--- src/rtl/cpu_pkg.sv ---
// Shared CPU definitions: microcode bit indices, ALU/compare/pre-ALU select enums
// and RV32I opcode constants.
package cpu_pkg;

  localparam int unsigned MC_CHECK_RS1         = 0;
  localparam int unsigned MC_CHECK_RS2         = 1;
  localparam int unsigned MC_A_SEL             = 2;   // 2 bits
  localparam int unsigned MC_B_SEL             = 4;   // 2 bits
  localparam int unsigned MC_A_TO_ALU          = 6;
  localparam int unsigned MC_B_TO_ALU          = 7;
  localparam int unsigned MC_MEM_WE            = 11;
  localparam int unsigned MC_ALU_TO_MEM_ADDR   = 12;
  localparam int unsigned MC_REG_B_TO_MEM_DATA = 13;
  localparam int unsigned MC_JUMP_IF_BRANCH    = 14;
  localparam int unsigned MC_MEM_IN_USE        = 15;
  localparam int unsigned MC_REG_WE            = 16;
  localparam int unsigned MC_UP_TO_RD          = 17;
  localparam int unsigned MC_ALU_TO_RD         = 18;
  localparam int unsigned MC_RET_TO_RD         = 19;
  localparam int unsigned MC_MEM_TO_RD         = 20;
  localparam int unsigned MC_TRUNC_UBYTE       = 21;
  localparam int unsigned MC_TRUNC_UHALF       = 22;
  localparam int unsigned MC_TRUNC_SBYTE       = 23;
  localparam int unsigned MC_TRUNC_SHALF       = 24;
  localparam int unsigned MC_ST_BYTE           = MC_TRUNC_UBYTE;
  localparam int unsigned MC_ST_HALF           = MC_TRUNC_UHALF;
  localparam int unsigned MC_ALU_OP            = 25;  // 4 bits
  localparam int unsigned MC_CMP_OP            = 29;  // 3 bits

  typedef enum logic [3:0] {
    ALU_ADD, ALU_SUB, ALU_SLL, ALU_SLT, ALU_SLTU,
    ALU_XOR, ALU_SRL, ALU_SRA, ALU_OR, ALU_AND
  } alu_op_e;

  typedef enum logic [2:0] {
    CMP_NULL, CMP_EQ, CMP_NE, CMP_LT, CMP_GE, CMP_LTU, CMP_GEU, CMP_TRUE
  } cmp_ops_e;

  typedef enum logic [1:0] {
    PRE_A_REG  = 2'b00,
    PRE_A_PC   = 2'b01,
    PRE_A_ZERO = 2'b10
  } pre_alu_a_e;

  typedef enum logic [1:0] {
    PRE_B_REG, PRE_B_IMM_I, PRE_B_IMM_S, PRE_B_IMM_BJ
  } pre_alu_b_e;

  localparam logic [6:0] OPC_LUI    = 7'b0110111;
  localparam logic [6:0] OPC_AUIPC  = 7'b0010111;
  localparam logic [6:0] OPC_JAL    = 7'b1101111;
  localparam logic [6:0] OPC_JALR   = 7'b1100111;
  localparam logic [6:0] OPC_BRANCH = 7'b1100011;
  localparam logic [6:0] OPC_LOAD   = 7'b0000011;
  localparam logic [6:0] OPC_STORE  = 7'b0100011;
  localparam logic [6:0] OPC_OP_IMM = 7'b0010011;
  localparam logic [6:0] OPC_OP     = 7'b0110011;
  localparam logic [6:0] OPC_FENCE  = 7'b0001111;
  localparam logic [6:0] OPC_SYSTEM = 7'b1110011;

endpackage

--- src/rtl/decode_rom.sv ---
// Combinational RV32I decode: instruction word -> microcode word plus illegal flag.
// FENCE/SYSTEM and illegal words yield an all-zero (bubble) microcode.
module decode_rom
  import cpu_pkg::*;
(
  input  logic [31:0] inst,
  output logic [31:0] microcode,
  output logic        illegal
);

  logic [6:0] opcode;
  logic [2:0] funct3;
  logic [6:0] funct7;
  logic       rd_zero;
  logic       unused_fields;

  assign opcode        = inst[6:0];
  assign funct3        = inst[14:12];
  assign funct7        = inst[31:25];
  assign rd_zero       = (inst[11:7] == 5'd0);
  assign unused_fields = ^inst[24:15];

  alu_op_e    alu;
  cmp_ops_e   cmp;
  pre_alu_a_e a_sel;
  pre_alu_b_e b_sel;

  function automatic alu_op_e base_alu(input logic [2:0] f3);
    case (f3)
      3'b000:  return ALU_ADD;
      3'b001:  return ALU_SLL;
      3'b010:  return ALU_SLT;
      3'b011:  return ALU_SLTU;
      3'b100:  return ALU_XOR;
      3'b101:  return ALU_SRL;
      3'b110:  return ALU_OR;
      default: return ALU_AND;
    endcase
  endfunction

  always_comb begin
    microcode = '0;
    illegal   = 1'b0;
    alu       = ALU_ADD;
    cmp       = CMP_NULL;
    a_sel     = PRE_A_REG;
    b_sel     = PRE_B_REG;
    case (opcode)
      OPC_LUI: begin
        microcode[MC_REG_WE]   = 1'b1;
        microcode[MC_UP_TO_RD] = 1'b1;
      end
      OPC_AUIPC: begin
        a_sel                  = PRE_A_PC;
        microcode[MC_A_TO_ALU] = 1'b1;
        microcode[MC_REG_WE]   = 1'b1;
        microcode[MC_UP_TO_RD] = 1'b1;
      end
      OPC_JAL, OPC_JALR: begin
        if (opcode == OPC_JAL) begin
          a_sel = PRE_A_PC;
          b_sel = PRE_B_IMM_BJ;
        end else begin
          b_sel                   = PRE_B_IMM_I;
          microcode[MC_CHECK_RS1] = 1'b1;
          illegal                 = (funct3 != 3'b000);
        end
        cmp                          = CMP_TRUE;
        microcode[MC_A_TO_ALU]       = 1'b1;
        microcode[MC_B_TO_ALU]       = 1'b1;
        microcode[MC_JUMP_IF_BRANCH] = 1'b1;
        microcode[MC_REG_WE]         = 1'b1;
        microcode[MC_RET_TO_RD]      = 1'b1;
      end
      OPC_BRANCH: begin
        a_sel                        = PRE_A_PC;
        b_sel                        = PRE_B_IMM_BJ;
        microcode[MC_CHECK_RS1]      = 1'b1;
        microcode[MC_CHECK_RS2]      = 1'b1;
        microcode[MC_A_TO_ALU]       = 1'b1;
        microcode[MC_B_TO_ALU]       = 1'b1;
        microcode[MC_JUMP_IF_BRANCH] = 1'b1;
        case (funct3)
          3'b000:  cmp = CMP_EQ;
          3'b001:  cmp = CMP_NE;
          3'b100:  cmp = CMP_LT;
          3'b101:  cmp = CMP_GE;
          3'b110:  cmp = CMP_LTU;
          3'b111:  cmp = CMP_GEU;
          default: illegal = 1'b1;
        endcase
      end
      OPC_LOAD: begin
        b_sel                         = PRE_B_IMM_I;
        microcode[MC_CHECK_RS1]       = 1'b1;
        microcode[MC_A_TO_ALU]        = 1'b1;
        microcode[MC_B_TO_ALU]        = 1'b1;
        microcode[MC_ALU_TO_MEM_ADDR] = 1'b1;
        microcode[MC_MEM_IN_USE]      = 1'b1;
        microcode[MC_REG_WE]          = 1'b1;
        microcode[MC_MEM_TO_RD]       = 1'b1;
        case (funct3)
          3'b000:  microcode[MC_TRUNC_SBYTE] = 1'b1;
          3'b001:  microcode[MC_TRUNC_SHALF] = 1'b1;
          3'b010:  ;
          3'b100:  microcode[MC_TRUNC_UBYTE] = 1'b1;
          3'b101:  microcode[MC_TRUNC_UHALF] = 1'b1;
          default: illegal = 1'b1;
        endcase
      end
      OPC_STORE: begin
        b_sel                           = PRE_B_IMM_S;
        microcode[MC_CHECK_RS1]         = 1'b1;
        microcode[MC_CHECK_RS2]         = 1'b1;
        microcode[MC_A_TO_ALU]          = 1'b1;
        microcode[MC_B_TO_ALU]          = 1'b1;
        microcode[MC_MEM_WE]            = 1'b1;
        microcode[MC_ALU_TO_MEM_ADDR]   = 1'b1;
        microcode[MC_REG_B_TO_MEM_DATA] = 1'b1;
        microcode[MC_MEM_IN_USE]        = 1'b1;
        case (funct3)
          3'b000:  microcode[MC_ST_BYTE] = 1'b1;
          3'b001:  microcode[MC_ST_HALF] = 1'b1;
          3'b010:  ;
          default: illegal = 1'b1;
        endcase
      end
      OPC_OP_IMM: begin
        b_sel                   = PRE_B_IMM_I;
        alu                     = base_alu(funct3);
        microcode[MC_CHECK_RS1] = 1'b1;
        microcode[MC_A_TO_ALU]  = 1'b1;
        microcode[MC_B_TO_ALU]  = 1'b1;
        microcode[MC_REG_WE]    = 1'b1;
        microcode[MC_ALU_TO_RD] = 1'b1;
        // Only shift-immediates constrain funct7; elsewhere it is immediate data.
        if (funct3 == 3'b001 && funct7 != 7'h00) illegal = 1'b1;
        if (funct3 == 3'b101) begin
          if (funct7 == 7'h20)      alu     = ALU_SRA;
          else if (funct7 != 7'h00) illegal = 1'b1;
        end
      end
      OPC_OP: begin
        microcode[MC_CHECK_RS1] = 1'b1;
        microcode[MC_CHECK_RS2] = 1'b1;
        microcode[MC_A_TO_ALU]  = 1'b1;
        microcode[MC_B_TO_ALU]  = 1'b1;
        microcode[MC_REG_WE]    = 1'b1;
        microcode[MC_ALU_TO_RD] = 1'b1;
        case (funct7)
          7'h00: alu = base_alu(funct3);
          7'h20: begin
            if (funct3 == 3'b000)      alu     = ALU_SUB;
            else if (funct3 == 3'b101) alu     = ALU_SRA;
            else                       illegal = 1'b1;
          end
          default: illegal = 1'b1;
        endcase
      end
      OPC_FENCE, OPC_SYSTEM: ;
      default: illegal = 1'b1;
    endcase

    microcode[MC_A_SEL +: 2]  = a_sel;
    microcode[MC_B_SEL +: 2]  = b_sel;
    microcode[MC_ALU_OP +: 4] = alu;
    microcode[MC_CMP_OP +: 3] = cmp;
    if (rd_zero) microcode[MC_REG_WE] = 1'b0;
    if (illegal) microcode = '0;
  end

endmodule

--- src/rtl/inst_decoder.sv ---
// Decode stage si -> s0: post-reset fill bubbles, block bubbles, decoded-word counter.
// `INST_DECODER_ILLEGAL_TRAP_EN: illegal words set a sticky flag and halt the stage.
module inst_decoder
  import cpu_pkg::*;
#(
  parameter int unsigned FILL_CYCLES = 2,
  parameter int unsigned COUNT_W     = 32
) (
  input  logic               clk,
  input  logic               rst_n,
  input  logic [31:0]        inst_si,
  input  logic               block_inst,
  output logic [31:0]        microcode_s0,
  output logic [24:0]        instruction_data_s0,
  output logic               illegal_inst,
  output logic [COUNT_W-1:0] decode_count
);

  typedef enum logic [1:0] {S_FILL, S_RUN, S_HALT} state_e;

  localparam int unsigned      FC_W      = (FILL_CYCLES > 1) ? $clog2(FILL_CYCLES) : 1;
  localparam logic [FC_W-1:0]  FILL_INIT = FC_W'(FILL_CYCLES - 1);

  state_e          state_q, state_d;
  logic [FC_W-1:0] fill_q, fill_d;
  logic [31:0]     rom_mc;
  logic            rom_illegal;
  logic [31:0]     mc_d;
  logic            count_en;
`ifdef INST_DECODER_ILLEGAL_TRAP_EN
  logic            trap;
  logic            illegal_q;
`endif

  decode_rom u_decode_rom (
    .inst      (inst_si),
    .microcode (rom_mc),
    .illegal   (rom_illegal)
  );

  always_ff @(posedge clk or negedge rst_n) begin
    if (!rst_n) begin
      state_q <= S_FILL;
      fill_q  <= FILL_INIT;
    end else begin
      state_q <= state_d;
      fill_q  <= fill_d;
    end
  end

  always_comb begin
    state_d  = state_q;
    fill_d   = fill_q;
    mc_d     = '0;
    count_en = 1'b0;
`ifdef INST_DECODER_ILLEGAL_TRAP_EN
    trap     = 1'b0;
`endif
    case (state_q)
      S_FILL: begin
        if (fill_q == '0) state_d = S_RUN;
        else              fill_d  = fill_q - FC_W'(1);
      end
      S_RUN: begin
        // Block has priority: a blocked illegal word will be replayed later.
        if (!block_inst) begin
          if (rom_illegal) begin
`ifdef INST_DECODER_ILLEGAL_TRAP_EN
            trap    = 1'b1;
            state_d = S_HALT;
`endif
          end else begin
            mc_d     = rom_mc;
            count_en = |rom_mc;
          end
        end
      end
      S_HALT: ;
      default: state_d = S_FILL;
    endcase
  end

  always_ff @(posedge clk or negedge rst_n) begin
    if (!rst_n) begin
      microcode_s0        <= '0;
      instruction_data_s0 <= '0;
      decode_count        <= '0;
    end else begin
      microcode_s0        <= mc_d;
      instruction_data_s0 <= inst_si[31:7];
      if (count_en) decode_count <= decode_count + COUNT_W'(1);
    end
  end

`ifdef INST_DECODER_ILLEGAL_TRAP_EN
  always_ff @(posedge clk or negedge rst_n) begin
    if (!rst_n)    illegal_q <= 1'b0;
    else if (trap) illegal_q <= 1'b1;
  end
  assign illegal_inst = illegal_q;
`else
  assign illegal_inst = 1'b0;
`endif

endmodule

--- config.mk ---
export PLATFORM = sky130hd
export DESIGN_NAME = inst_decoder
export DESIGN_NICKNAME = d
export VERILOG_FILES = /design/src/rtl/cpu_pkg.sv /design/src/rtl/decode_rom.sv /design/src/rtl/inst_decoder.sv
export SDC_FILE = /design/constraint.sdc
export NUM_CORES = 1
export LEC_CHECK = 0
export BUFFER_PORTS_ARGS = -buffer_cell sky130_fd_sc_hd__buf_2
export CORE_MARGIN = 3
export CORE_UTILIZATION = 54
export CTS_CLUSTER_SIZE = 12
export DETAILED_ROUTE_END_ITERATION = 16
export HOLD_SLACK_MARGIN = 0.05
export PLACE_DENSITY = 0.85
export SYNTH_ARGS = -nofsm -noshare
export SYNTH_HDL_FRONTEND = slang
export SYNTH_SLANG_ARGS = --single-unit
--- constraint.sdc ---
create_clock -name clk -period 5.3 [get_ports clk]
set_input_delay 0.265 -clock clk [delete_from_list [all_inputs] [get_ports clk]]
set_output_delay 0.265 -clock clk [all_outputs]
set_load 0.02 [all_outputs]
# After elaboration in Yosys (flattened, before gate mapping)

Cells that the tools add are included.

Bits in writable memories: 0
Memories kept: 0
Register bits after elaboration: 92
Output and inout port bits: 90
Logic and storage cells: 111
Input port bits: 35
Memory bits (read-only): 0
Bits in latches: 0

Order comparisons: 0
Bitwise gates (word level): 1
Divide/modulo/power cells: 0
Reduce and logical (&&, ||, !) cells: 26
Muxes and demuxes: 55
Shift-type cells: 0
Multiply operators: 0
Eq/ne operators: 22
Add/sub/neg operators: 2

Operator list:

| kind                  | number |
|---|---|
| $mux 32               | 4 |
| $add 32x1->32 const B | 1 |
| $mux 1                | 32 |
| $reduce_or 32->1      | 1 |
| $eq 7x6->1 const B    | 4 |
| $eq 7x7->1 const B    | 4 |
| $pmux 4 s7            | 1 |
| $pmux 3 s6            | 1 |
| $pmux 4 s2            | 2 |
| $eq 7x5->1 const B    | 2 |
| $reduce_or 2->1       | 7 |
| $reduce_or 7->1       | 2 |
| $eq 3x3->1 const B    | 4 |
| $pmux 2 s2            | 3 |
| $reduce_or 5->1       | 2 |
| $reduce_or 3->1       | 3 |
| $mux 4                | 2 |
| $pmux 2 s4            | 1 |
| $reduce_or 8->1       | 1 |
| $eq 7x2->1 const B    | 1 |
| $eq 7x4->1 const B    | 1 |
| $logic_not 7->1       | 1 |
| $pmux 1 s7            | 1 |
| $reduce_bool 7->1     | 1 |
| other kinds (19)      | 24 |

# Longest topological paths before layout

Gate-level depths: netlist (run 1).

Depth in word-level cells: 12
Depth in mapped cells: 7
Depth with buffers taken out: 6

# Modules after synthesis

From an unflattened synthesis (run 1), not the netlist that was laid out.

Cell total of the unflattened synthesis: 361
Area, all modules: 4022.6 µm²

By module, submodules not included:

| module       | sequential area each (µm²) | times used | cells each | area each (µm²) |
|---|---|---|---|---|
| inst_decoder | 2278.4                     | 1          | 237        | 3281.9 |
| decode_rom   | 0.0                        | 1          | 124        | 740.7 |

# Least setup slack after synthesis (run 1)

No wires, ideal clock.

Kind: input port to flip-flop
From: in inst_si[26]
To: reg microcode_s0[25]
Slack: 3.366 ns
Stages on the path: 5
Data arrival time: 1.852 ns
Buffers on the path: 0
Setup time: 0.082 ns
Required time: 5.218 ns
Path through: or4_4 o31a_1 or2_1 or4_1 a31oi_1

Cells in the longest elaborated chain, start to end: 11
Elaborated cells on any way between the ends: 18
Those cells by class: eq/ne (1); mux (14); reduce/logical (3)

Ends and longest elaborated chain:

| element              | RTL line                             | RTL |
|---|---|---|
| from (decl)          | inst_decoder.sv:11                   | `input logic [31:0] inst_si,` |
| $reduce_bool 7->1    | decode_rom.sv:137, decode_rom.sv:140 |  |
| $logic_and 1x1->1    | decode_rom.sv:137                    | `if (funct3 == 3'b001 && funct7 != 7'h00) illegal = 1'b1;` |
| $mux 1               | decode_rom.sv:137                    |  |
| $mux 1               | decode_rom.sv:140                    | `else if (funct7 != 7'h00) illegal = 1'b1;` |
| $mux 1               | decode_rom.sv:139                    | `if (funct7 == 7'h20) alu = ALU_SRA;` |
| $mux 1               | decode_rom.sv:138                    | `if (funct3 == 3'b101) begin` |
| $pmux 1 s7           | decode_rom.sv:48                     | `case (opcode)` |
| $mux 32              | decode_rom.sv:169                    | `if (illegal) microcode = '0;` |
| $mux 32 (*)          | inst_decoder.sv:67                   | `if (rom_illegal) begin` |
| $mux 32 (*)          | inst_decoder.sv:66                   | `if (!block_inst) begin` |
| $mux 32 (*)          | inst_decoder.sv:59                   | `case (state_q)` |
| named net mc_d[25]   | inst_decoder.sv:28                   | `logic [31:0] mc_d;` |
| to (signal assigned) | inst_decoder.sv:89                   | `microcode_s0 <= mc_d;` |
| to (decl)            | inst_decoder.sv:13                   | `output logic [31:0] microcode_s0,` |

Mark *: on every way through the listed nets, which the timed path passes. The rest lies on a longest branch.
A chain may end at the register's enable or synchronous reset.

# Final worst setup path (run 1)

From: in inst_si[26]
To: reg microcode_s0[21]

Cells in the longest elaborated chain, start to end: 11
Elaborated cells on any way between the ends: 14
Those cells by class: eq/ne (1); mux (10); reduce/logical (3)

Ends and longest elaborated chain:

| element            | RTL line |
|---|---|
| $reduce_bool 7->1  | decode_rom.sv:137, decode_rom.sv:140 |
| $logic_and 1x1->1  | decode_rom.sv:137 |
| $mux 1             | decode_rom.sv:137 |
| $mux 1             | decode_rom.sv:140 |
| $mux 1             | decode_rom.sv:139 |
| $mux 1             | decode_rom.sv:138 |
| $pmux 1 s7 (*)     | decode_rom.sv:48 |
| $mux 32            | decode_rom.sv:169 |
| $mux 32 (*)        | inst_decoder.sv:67 |
| $mux 32 (*)        | inst_decoder.sv:66 |
| $mux 32 (*)        | inst_decoder.sv:59 |
| named net mc_d[21] | inst_decoder.sv:28 |

Marks and branches as above.

==> qor.csv, run 1 <==
metric,value,unit
status,completed,
Relative slew margins,28.68,%
endpoints failing hold,0,
"Async S/R FF share, synth",100.0,%
RSZ-0062 raised after global routing,no,
# diodes,0,
die height,89.74,µm
"Req. time, crit path",5.54,ns
CTS max path bufs,2,
num ports,125,
total grt overflow,0,
Nets,510,
crit path cell chain,"dlygate4sd3_1, buf_2, or4_4, a311oi_2, o22ai_2, buf_4, nand4b_4, nor4_1",
Worst Hold Class,in2async,
Pwr Density,267.5,mW/mm²
initial core utilization,57.65,%
total power,1288,µW
die area,0.008052,mm²
Pleak,0.002443,µW
Root Buffer,clkbuf_8,
WS Path Type,in2reg,
post-route ant nets,0,
routed vias/inst,5.495,
Register Area,0.002128,mm²
first-pass GRT wire length,15570,µm
M3 GR Usage,4.925,%
fin. max-slew vios,0,
gr busiest metal,met2,
syn avg cell area,11.10,µm²
WP buf/inv,3,
"Clk pin slew, worst setup/hold paths",0.08,ns
post-synth top area cell,dfrtp_1,
Crit-path slowest cell,or4_4,
total clock sinks,85,
Fillers,482,
Cells after DPL,534,
footprint of the multi-input gates,0.001509,mm²
Post-CTS Resized,0,
synthesized instance count,341,
largest net degree at the start of global routing,86,
maxcap violations,0,
DIE WIDTH,89.74,µm
"flops & latches, synth",85,
post-synth top area share,55.52,%
HPWL after DPL,6102,µm
number of buffers created by CTS,9,
GPL Wtd Cong,0.8289,
vias in the first global route,3006,
H-tree depth,3,
row count,29,
"top cells by area, synth","dfrtp_1, xor2_1, nor4_2, nor3_1, nor2_1",
Starting DRT DRC Count,218,
clk_lat worst skew,0.36,ns
"Cell Area, Synth",0.003786,mm²
"Seq/Total Area, Yosys",56.21,%
CORE AREA,0.006568,mm²
grt met2 use,37.59,%
wire length per cell,16.27,µm
distinct cell type count after synthesis,55,
port bufs,119,
"non-filler cells, final",572,
# setup viols final,0,
Final min period,2.782,ns
Setup crit start kind,input pin,
DRC errors left,0,
largest fanout on the critical path,32,
peak supply drop,0.0002019,V
predominant post-synthesis flop cell,dfrtp_1,
routed wire length,9305,µm
met1 global-route usage,32.92,%
period utilization,52.49,%
CP arrival,3.02,ns
antenna violations before repair,0,
synthesis-to-layout area growth,27.13,%
share of cells above drive strength 1,32.99,%
worst slew pin tran,1.062,ns
Top delay family on crit path,simple AND/OR/NAND/NOR gates,
Pre-Repair DR Iteration Count,4,
Sum Neg Setup Slack,0,ns
Post-synth EDFFs,0,
GRT Overall Usage,23.95,%
clock skew after layout,0.01252,ns
WHS,0.06952,ns
endpoint type of the worst setup path,register,
CP peak stage delay,0.56,ns
Via Count,3143,
CTS tree,yes,
Ys Warns,0,
f_max,359.5,MHz
==> layout make-up <==
type                            instances  area share (%)
Clock buffer                           12           3.015
Clock inverter                          4          0.9878
Inverter                                9          0.7018
Multi-Input combinational cell        226           31.35
Sequential cell                        85           44.22
Tap cell                               93           2.417
Timing Repair Buffer                  143           17.31
==> synth_stat cells (2+ instances only) <==
master    number
nor3_1        27
nand2b_1       7
nor3b_1        2
xor2_1        28
buf_2          7
o211ai_1       2
xnor2_1        4
a211o_1        2
or2_1          2
clkbuf_1       9
nand4_1       14
nor2_1        24
nor2b_1        2
a22oi_1        2
buf_4          7
nor4_2        11
nand3_1       17
or3_1          5
inv_1          9
and3_1         7
o21ai_0        5
and2_1         2
nand2_1       13
o21bai_1       2
nand3b_1       2
dfrtp_1       84
or2_2          3
a21oi_1        9
nor4_1         7
==> state kept, by name, indices dropped and copies added, names as in the netlist <==
name                 count
instruction_data_s0     25
microcode_s0            26
decode_count            32
fill_q                   1
state_q                  1
==> placed cells by master (no fill, tap or decap), types with 4 or more instances in the layout <==
master	Yosys	final
nor4_1	7	7
o21ai_0	5	5
dfrtp_1	84	84
nand2b_1	7	7
dlygate4sd3_1	0	22
nor3_1	27	27
xnor2_1	4	4
nor2_1	24	24
conb_1	1	5
buf_2	7	118
nand2_1	13	13
or3_1	5	5
a21oi_1	9	9
and3_1	7	7
inv_1	9	9
xor2_1	28	28
nor4_2	11	11
clkbuf_8	0	10
nand4_1	14	14
nand3_1	17	17
==> kinds of logic after synthesis <==
kind of cell / count (synthesis) / share of synthesized area, %
other cells: 1 / 0.09905
mux: 2 / 0.5948
fa+ha+maj: 1 / 0.3304
simple gates: 153 / 24.59
buf+inv: 34 / 4.494
xor+xnor: 32 / 7.403
compound gates: 33 / 6.278
flops: 85 / 56.21
==> what timing repair did <==
item / CTS / global route
hold buffers: 22 / 0
buffers inserted: 0 / 0
hold endpoints to repair: 22 / 0
==> worst reg2reg max path: stages (launching register included) <==
cell and delay (ns):
dfrtp_1 0.46, nand3_1 0.21, nor3_1 0.91, nand3_1 0.33, nor4_2 0.33, xor2_1 0.18
==> metal layers <==
| layer | up-vias | wire (µm) | part of all wire, % |
|---|---|---|---|
| li1 | 1461 | - | - |
| met1 | 1545 | 4043 | 43 |
| met2 | 125 | 4504 | 48 |
| met3 | 12 | 592 | 6.4 |
| met4 | 0 | 165 | 1.8 |
| met5 | - | 0 | 0 |
==> metrics by stage <==
step,worst slack (ns),area [µm²],util [%]
6_report,2.518,4813,73.29
5_1_grt,2.382,4813,73.29
4_1_cts,2.534,4813,73.29
3_5_place_dp,2.614,4400,67.00
3_3_place_gp,2.709,4400,67.00
2_1_floorplan,3.366,3801,-
==> final timing paths <==
path	cells past startpoint	start	slack (ns)	endpoint
max	8	inst_si[26]	2.52	microcode_s0[21]$_DFF_PN0_
min	1	rst_n	0.07	instruction_data_s0[5]$_DFF_PN0_
max reg2reg	5	decode_count[8]$_DFFE_PN0P_	2.80	decode_count[30]$_DFFE_PN0P_
min reg2reg	1	fill_q$_DFFE_PN1N_	0.47	state_q[0]$_DFFE_PN0P_
max in group asynchronous	1	rst_n	4.56	decode_count[0]$_DFFE_PN0P_
min in group clk	1	inst_si[12]	0.13	instruction_data_s0[5]$_DFF_PN0_
==> power by group <==
part / switching, µW / total, µW / internal (µW)
Combinational: 93.3 / 147 / 53.6
Sequential: 15.6 / 684 / 668
Clock: 227 / 457 / 230
Total: 336 / 1290 / 951
Note: power is estimated with default switching activity, not from simulation.
==> run 2, diff against run 1 <==
ABC_AREA = 1   (was unset)
CORE_UTILIZATION = 52   (was 54)
PLACE_DENSITY = 0.8   (was 0.85)
clock period = 2.9 ns   (was 5.3 ns; I/O delays follow)
==> qor.csv, run 2 <==
metric,value,unit,change
proportion of synthesized area in mux cells,0,%,-0.59 points
XOR/XNOR share of the synthesized area,3.837,%,-3.6 points
largest fanout on the critical path,23,,-28%
Pre-Repair DR Iteration Count,6,,+2
initial core utilization,54.70,%,-2.9 points
Comb pwr share,9.9,%,-1.5 points
post-route ant nets,0,,unchanged
wire length per cell,14.32,µm,-12%
CORE AREA,0.007928,mm²,+21%
R2R depth,7,,+2
endpoint type of the worst setup path,register,,
"flops & latches, synth",85,,unchanged
# setup viols final,0,,unchanged
Starting DRT DRC Count,289,,+33%
CTS max path bufs,2,,unchanged
port bufs,119,,unchanged
Internal,1720,µW,+81%
Pleak,0.002869,µW,+17%
Relative slew margins,31.53,%,+2.9 points
Synth Area in Simple Gates,37.77,%,+13 points
Sum Neg Setup Slack,0,ns,unchanged
Psw,618.8,µW,+84%
post-synth top area cell,dfrtp_1,,
clk_lat worst skew,0.35,ns,about the same
hold path endpoint,microcode_s0[13]$_DFF_PN0_,,
Final min period,2.267,ns,
worst slew pin tran,1.027,ns,-0.03469 ns
compound-cell area share of the yosys netlist,1.875,%,-4.4 points
routed vias/inst,5.188,,-5.6%
Root Buffer,clkbuf_8,,
f_max,441.0,MHz,
Setup Buffers After CTS,0,,unchanged
synthesized instance count,549,,+61%
HPWL after DPL,8313,µm,+36%
top-count cell post-synth,nand2_1,,
Worst Hold Class,in2reg,,
Nets,726,,+42%
status,completed,,
die height,97.32,µm,+8.5%
"commonest non-fill, non-tap cell in the layout",nand2_1,,
period utilization,78.18,%,
# diodes,0,,unchanged
largest family of logic cells by synthesized area,simple AND/OR/NAND/NOR gates,,
CTS tree,yes,,
antenna violations before repair,0,,unchanged
total clock sinks,85,,unchanged
Post-CTS Resized,0,,unchanged
GRT Overall Usage,24.95,%,+1.0 points
fin. max-slew vios,0,,unchanged
final design utilization,68.39,%,-4.9 points
post-synth top area share,48.47,%,-7.0 points
Reg-to-Reg End,decode_count[30]$_DFFE_PN0P_,,
Setup crit start kind,input pin,,
Fillers,668,,+39%
"Seq/Total Area, Yosys",49.08,%,-7.1 points
synthesis-to-layout area growth,25.01,%,
Pwr Density,431.4,mW/mm²,+61%
most frequent cells after synthesis,"nand2_1, nor2_1, dfrtp_1, nand4_1, inv_1",,
GPL Wtd Cong,1.021,,+23%
CP arrival,2.51,ns,-0.51 ns
syn avg cell area,7.899,µm²,-29%
number of buffers created by CTS,9,,unchanged
distinct cell type count after synthesis,30,,-45%
maxcap violations,0,,unchanged
endpoints failing hold,0,,unchanged
"top cells by area, synth","dfrtp_1, nand2_1, nor2_1, nand4_1, inv_1",,
"Cell Area, Synth",0.004337,mm²,+15%
peak supply drop,0.0002370,V,+17%
vias in the first global route,4083,,+36%
max reg flops,32,,unchanged
switch share,26.45,%,+0.34 points
total grt overflow,0,,unchanged
registers with the most flip-flops,"decode_count: 32 flops, microcode_s0: 26 flops, instruction_data_s0: 25 flops",,
share of cells above drive strength 1,23.45,%,-9.5 points
RSZ-0062 raised after global routing,no,,
r2r setup slk,0.94,ns,-1.86 ns
largest net degree at the start of global routing,86,,unchanged
CP startpoint,inst_si[13],,
power share of the clock group,38.0,%,+2.5 points
Critical R2R Launch,decode_count[0]$_DFFE_PN0P_,,
Hold Startpoint,inst_si[5],,
routed wire length,11420,µm,+23%
Biggest register,decode_count,,
DIE WIDTH,97.32,µm,+8.5%
adder-cell area share of the yosys netlist,0.2885,%,-0.042 points
predominant post-synthesis flop cell,dfrtp_1,,
Post-synth EDFFs,0,,unchanged
highest-count cells in the layout ignoring fill and taps,"nand2_1, buf_2, nor2_1",,
DRC errors left,0,,unchanged
"Clk pin slew, worst setup/hold paths",0.09,ns,about the same
WS Path Type,in2reg,,
Via Count,4135,,+32%
H-tree depth,3,,unchanged
"Async S/R FF share, synth",100.0,%,unchanged
die area,0.009471,mm²,+18%
"Req. time, crit path",3.14,ns,-2.40 ns
num ports,125,,unchanged
Ys Warns,0,,unchanged
register share of total power,52.1,%,-1.0 points
row count,32,,+10%
first-pass GRT wire length,19570,µm,+26%
Hold Crit Depth,3,,
clock skew after layout,0.01091,ns,-0.001605 ns
-- run 2: cell count changes after synthesis, moves of 7 or more --
cell	delta
and3_1	-7
nand2_1	+165
nor4_2	-11
nand2b_1	-7
nand4_1	+22
nor3_1	-11
nand3b_1	+7
nor4_1	-7
nand3_1	+8
xor2_1	-13
nor2_1	+63
inv_1	+26
-- run 2: repair_timing --
action / 4_1_cts / 5_1_grt
setup endpoints to repair: 0 / 0
hold endpoints to repair: 109 / 0
hold buffers: 26 / 0
-- run 2: cell type report --
type / count / area [µm²] / share of cell area (%)
flip-flops and latches: 85 / 2128 / 39.26
multi-input cells: 405 / 1917 / 35.36
repair buffers: 148 / 880.8 / 16.25
inverters: 41 / 153.9 / 2.839
clock buffers: 10 / 137.6 / 2.539
well taps: 102 / 127.6 / 2.354
clock inverters: 6 / 76.32 / 1.408
-- run 2: through the flow --
| stage | power (µW) | std cells | setup WS (ns) | cell area (µm²) | hold slack [ns] |
|---|---|---|---|---|---|
| 4_1_cts | 2366 | 797 | 0.6554 | 5421 | 0.1474 |
| 6_report | 2339 | 797 | 0.6326 | 5421 | 0.1571 |
| 2_1_floorplan | 1357 | 553 | 1.150 | 4352 | -0.1506 |
| 3_5_place_dp | 1445 | 755 | 0.7212 | 4947 | 0.2552 |
| 5_1_grt | 2441 | 797 | 0.3836 | 5421 | 0.1857 |
| 3_3_place_gp | 1440 | 755 | 0.7166 | 4947 | 0.2542 |
-- run 2: critical path, cell delays in order --
cell           delay [ns]
dlygate4sd3_1        0.53
buf_2                0.17
inv_2                0.09
nand2_1              0.10
nor2_2               0.20
a21oi_1              0.12
nand2_1              0.09
nand2_1              0.14
nor2_8               0.26
nand2_2              0.35
nor3_1               0.32
-- run 2: power groups by stage --
stage                     Combinational [µW]  Clock [µW]  Sequential (µW)
final                                    231         890             1220
after CTS                                232         916             1220
after detailed placement                 204           0             1240
after global placement                   201           0             1240
after global routing                     254         965             1220
after floorplan                         86.4           0             1270
-- run 2: layer usage --
layer	track usage, %	part of all wire, %	up-vias
li1	-	-	2033
met1	32.59	43	1906
met2	41.51	49	170
met3	4.379	6.4	26
met4	9.691	2.3	0
met5	0	0	-
-- run 2: cells by family (layout without fill, tap and decap cells) --
logic type,Yosys count,in the layout
AO/OA/AOI/OAI,12,12
other,1,5
buffers and inverters,63,205
XOR/XNOR,19,19
flip-flops,85,85
adder cells (fa/ha/maj),1,1
AND/OR/NAND/NOR,368,368
-- run 2: how the worst max path moves through the flow --
stage / end / depth (start not counted)
2_1_floorplan: decode_count[26]$_DFFE_PN0P_ / 10
3_3_place_gp: microcode_s0[16]$_DFF_PN0_ / 10
3_5_place_dp: microcode_s0[16]$_DFF_PN0_ / 10
4_1_cts: microcode_s0[16]$_DFF_PN0_ / 11
5_1_grt: microcode_s0[16]$_DFF_PN0_ / 11
6_report: microcode_s0[16]$_DFF_PN0_ / 11
==> run 3, diff against run 2 <==
clock period = 2.1 ns   (was 2.9 ns; I/O delays follow)
==> qor.csv, run 3 (synthesis gave the netlist of run 2 again) <==
metric,value,unit,change
WS Path Type,in2reg,,
initial core utilization,54.70,%,unchanged
first-pass GRT wire length,19250,µm,-1.6%
DP Area,0.005027,mm²,+1.6%
"Req. time, crit path",2.40,ns,-0.74 ns
routed wire length,11380,µm,-0.29%
Comb pwr share,11.0,%,+1.1 points
Crit-path slowest cell,dlygate4sd3_1,,
clk_lat worst skew,0.36,ns,about the same
Starting DRT DRC Count,251,,-13%
HPWL after DPL,8291,µm,-0.27%
Psw,877.0,µW,+42%
register share of total power,53.9,%,+1.8 points
Pleak,0.002910,µW,+1.4%
Nets,736,,+1.4%
total grt overflow,0,,unchanged
vias in the first global route,3944,,-3.4%
CTS tree,yes,,
post-route ant nets,0,,unchanged
total clock sinks,85,,unchanged
Internal,2235,µW,+30%
die height,97.32,µm,unchanged
gr busiest metal,met2,,
Pwr Density,567.6,mW/mm²,+32%
DRC errors left,0,,unchanged
GPL Wtd Cong,0.9300,,-8.9%
routed vias/inst,5.119,,-1.3%
Worst Hold Class,in2reg,,
number of buffers created by CTS,9,,unchanged
Pre-Repair DR Iteration Count,5,,-1
port bufs,119,,unchanged
fin. max-slew vios,0,,unchanged
share of cells above drive strength 1,24.54,%,+1.1 points
largest fanout on the critical path,32,,+39%
switch share,28.18,%,+1.7 points
highest-count cells in the layout ignoring fill and taps,"nand2_1, buf_2, nor2_1",,
period utilization,92.89,%,
largest net degree at the start of global routing,52,,-40%
registers with the most flip-flops,"decode_count: 32 flops, microcode_s0: 26 flops, instruction_data_s0: 25 flops",,
Biggest register,decode_count,,
"commonest non-fill, non-tap cell in the layout",nand2_1,,
max reg flops,32,,unchanged
CORE AREA,0.007928,mm²,unchanged
Root Buffer,clkbuf_8,,
fin area,0.005483,mm²,+1.1%
met1 global-route usage,33.38,%,+0.79 points
H-tree depth,3,,unchanged
Via Count,4131,,-0.097%
status,completed,,
Setup crit start kind,input pin,,
GRT Overall Usage,24.65,%,-0.30 points
"Clk pin slew, worst setup/hold paths",0.09,ns,about the same
CP arrival,2.25,ns,-0.26 ns
grt met2 use,40.98,%,-0.53 points
M3 GR Usage,4.594,%,+0.22 points
num ports,125,,unchanged
antenna violations before repair,0,,unchanged
synthesis-to-layout area growth,26.43,%,
wire length per cell,14.10,µm,-1.5%
# setup viols final,0,,unchanged
cell repeated most along the worst path,nand2_1,,
f_max,512.7,MHz,
clock skew after layout,0.01055,ns,-0.0003657 ns
endpoints failing hold,0,,unchanged
peak supply drop,0.0003563,V,+50%
DIE WIDTH,97.32,µm,unchanged
CTS max path bufs,2,,unchanged
row count,32,,unchanged
crit path cell chain,"dlygate4sd3_1, buf_2, inv_2, nand2_1, nor2_2, a21oi_1, nand2_1, nand2_1, nor2_8, buf_4, nand4_1, nand2_1",,
maxcap violations,0,,unchanged
endpoint type of the worst setup path,register,,
Setup Buffers After CTS,0,,unchanged
RSZ-0062 raised after global routing,yes,,
total power,3112,µW,+33%
die area,0.009471,mm²,unchanged
power share of the clock group,35.1,%,-2.9 points
# diodes,0,,unchanged
Final min period,1.951,ns,
CP peak stage delay,0.53,ns,about the same
run 3: final cells by class:
cell class | count | area, µm²
fill | 690 | 2445
sequential | 85 | 2128
multi-input combinational | 405 | 1922
timing repair buffer | 158 | 970.9
inverter | 41 | 153.9
tap | 102 | 127.6
clock buffer | 9 | 123.9
clock inverter | 7 | 56.30
run 3: worst max-delay path: cells and delay by family:
kind | cells | cell delay (ns)
AO/OA/AOI/OAI | 1 | 0.10
AND/OR/NAND/NOR | 7 | 0.89
buffers and inverters | 4 | 1.13
run 3: final timing paths:
check | start | end | depth (start not counted) | slack, ns
setup / recovery | inst_si[13] | decode_count[31]$_DFFE_PN0P_ | 12 | 0.15
hold / removal | inst_si[3] | microcode_s0[18]$_DFF_PN0_ | 4 | 0.12
setup reg to reg | decode_count[1]$_DFFE_PN0P_ | decode_count[26]$_DFFE_PN0P_ | 9 | 0.20
hold reg to reg | fill_q$_DFFE_PN1N_ | state_q[0]$_DFFE_PN0P_ | 1 | 0.46
max in group asynchronous | rst_n | fill_q$_DFFE_PN1N_ | 3 | 1.22
min in group asynchronous | rst_n | instruction_data_s0[17]$_DFF_PN0_ | 2 | 0.22
run 3: layer usage:
layer	vias up	wire length (µm)
met2	171	5493
li1	2041	-
met3	15	825
met1	1904	4878
met5	-	0
met4	0	185
run 3: power groups by stage:
| stage | Sequential (µW) | Clock [µW] | Combinational [µW] |
|---|---|---|---|
| floorplan | 1750 | 0 | 119 |
| global route | 1680 | 1190 | 378 |
| CTS | 1680 | 1130 | 343 |
| finish | 1680 | 1090 | 343 |
| global placement | 1710 | 0 | 297 |
| detailed placement | 1710 | 0 | 304 |
run 3: what timing repair did:
action                                  in CTS  in global routing
hold buffers                                27                  0
endpoints found under the setup margin       0                 38
gates resized for setup                      0                  1
hold endpoints to repair                    61                  0
run 3: per-stage QoR:
step                hold slack [ns]  setup TNS, ns  util, %  worst slack, ns  std cells
finish                       0.1210              0    69.16           0.1494        807
global route                 0.1339         -1.370    69.16         -0.09177        807
CTS                          0.1038              0    69.10          0.08949        807
detailed placement          0.08106              0    63.42           0.2282        764
global placement            0.07287              0    63.42           0.2803        764
floorplan                   -0.1906              0        -           0.3496        553
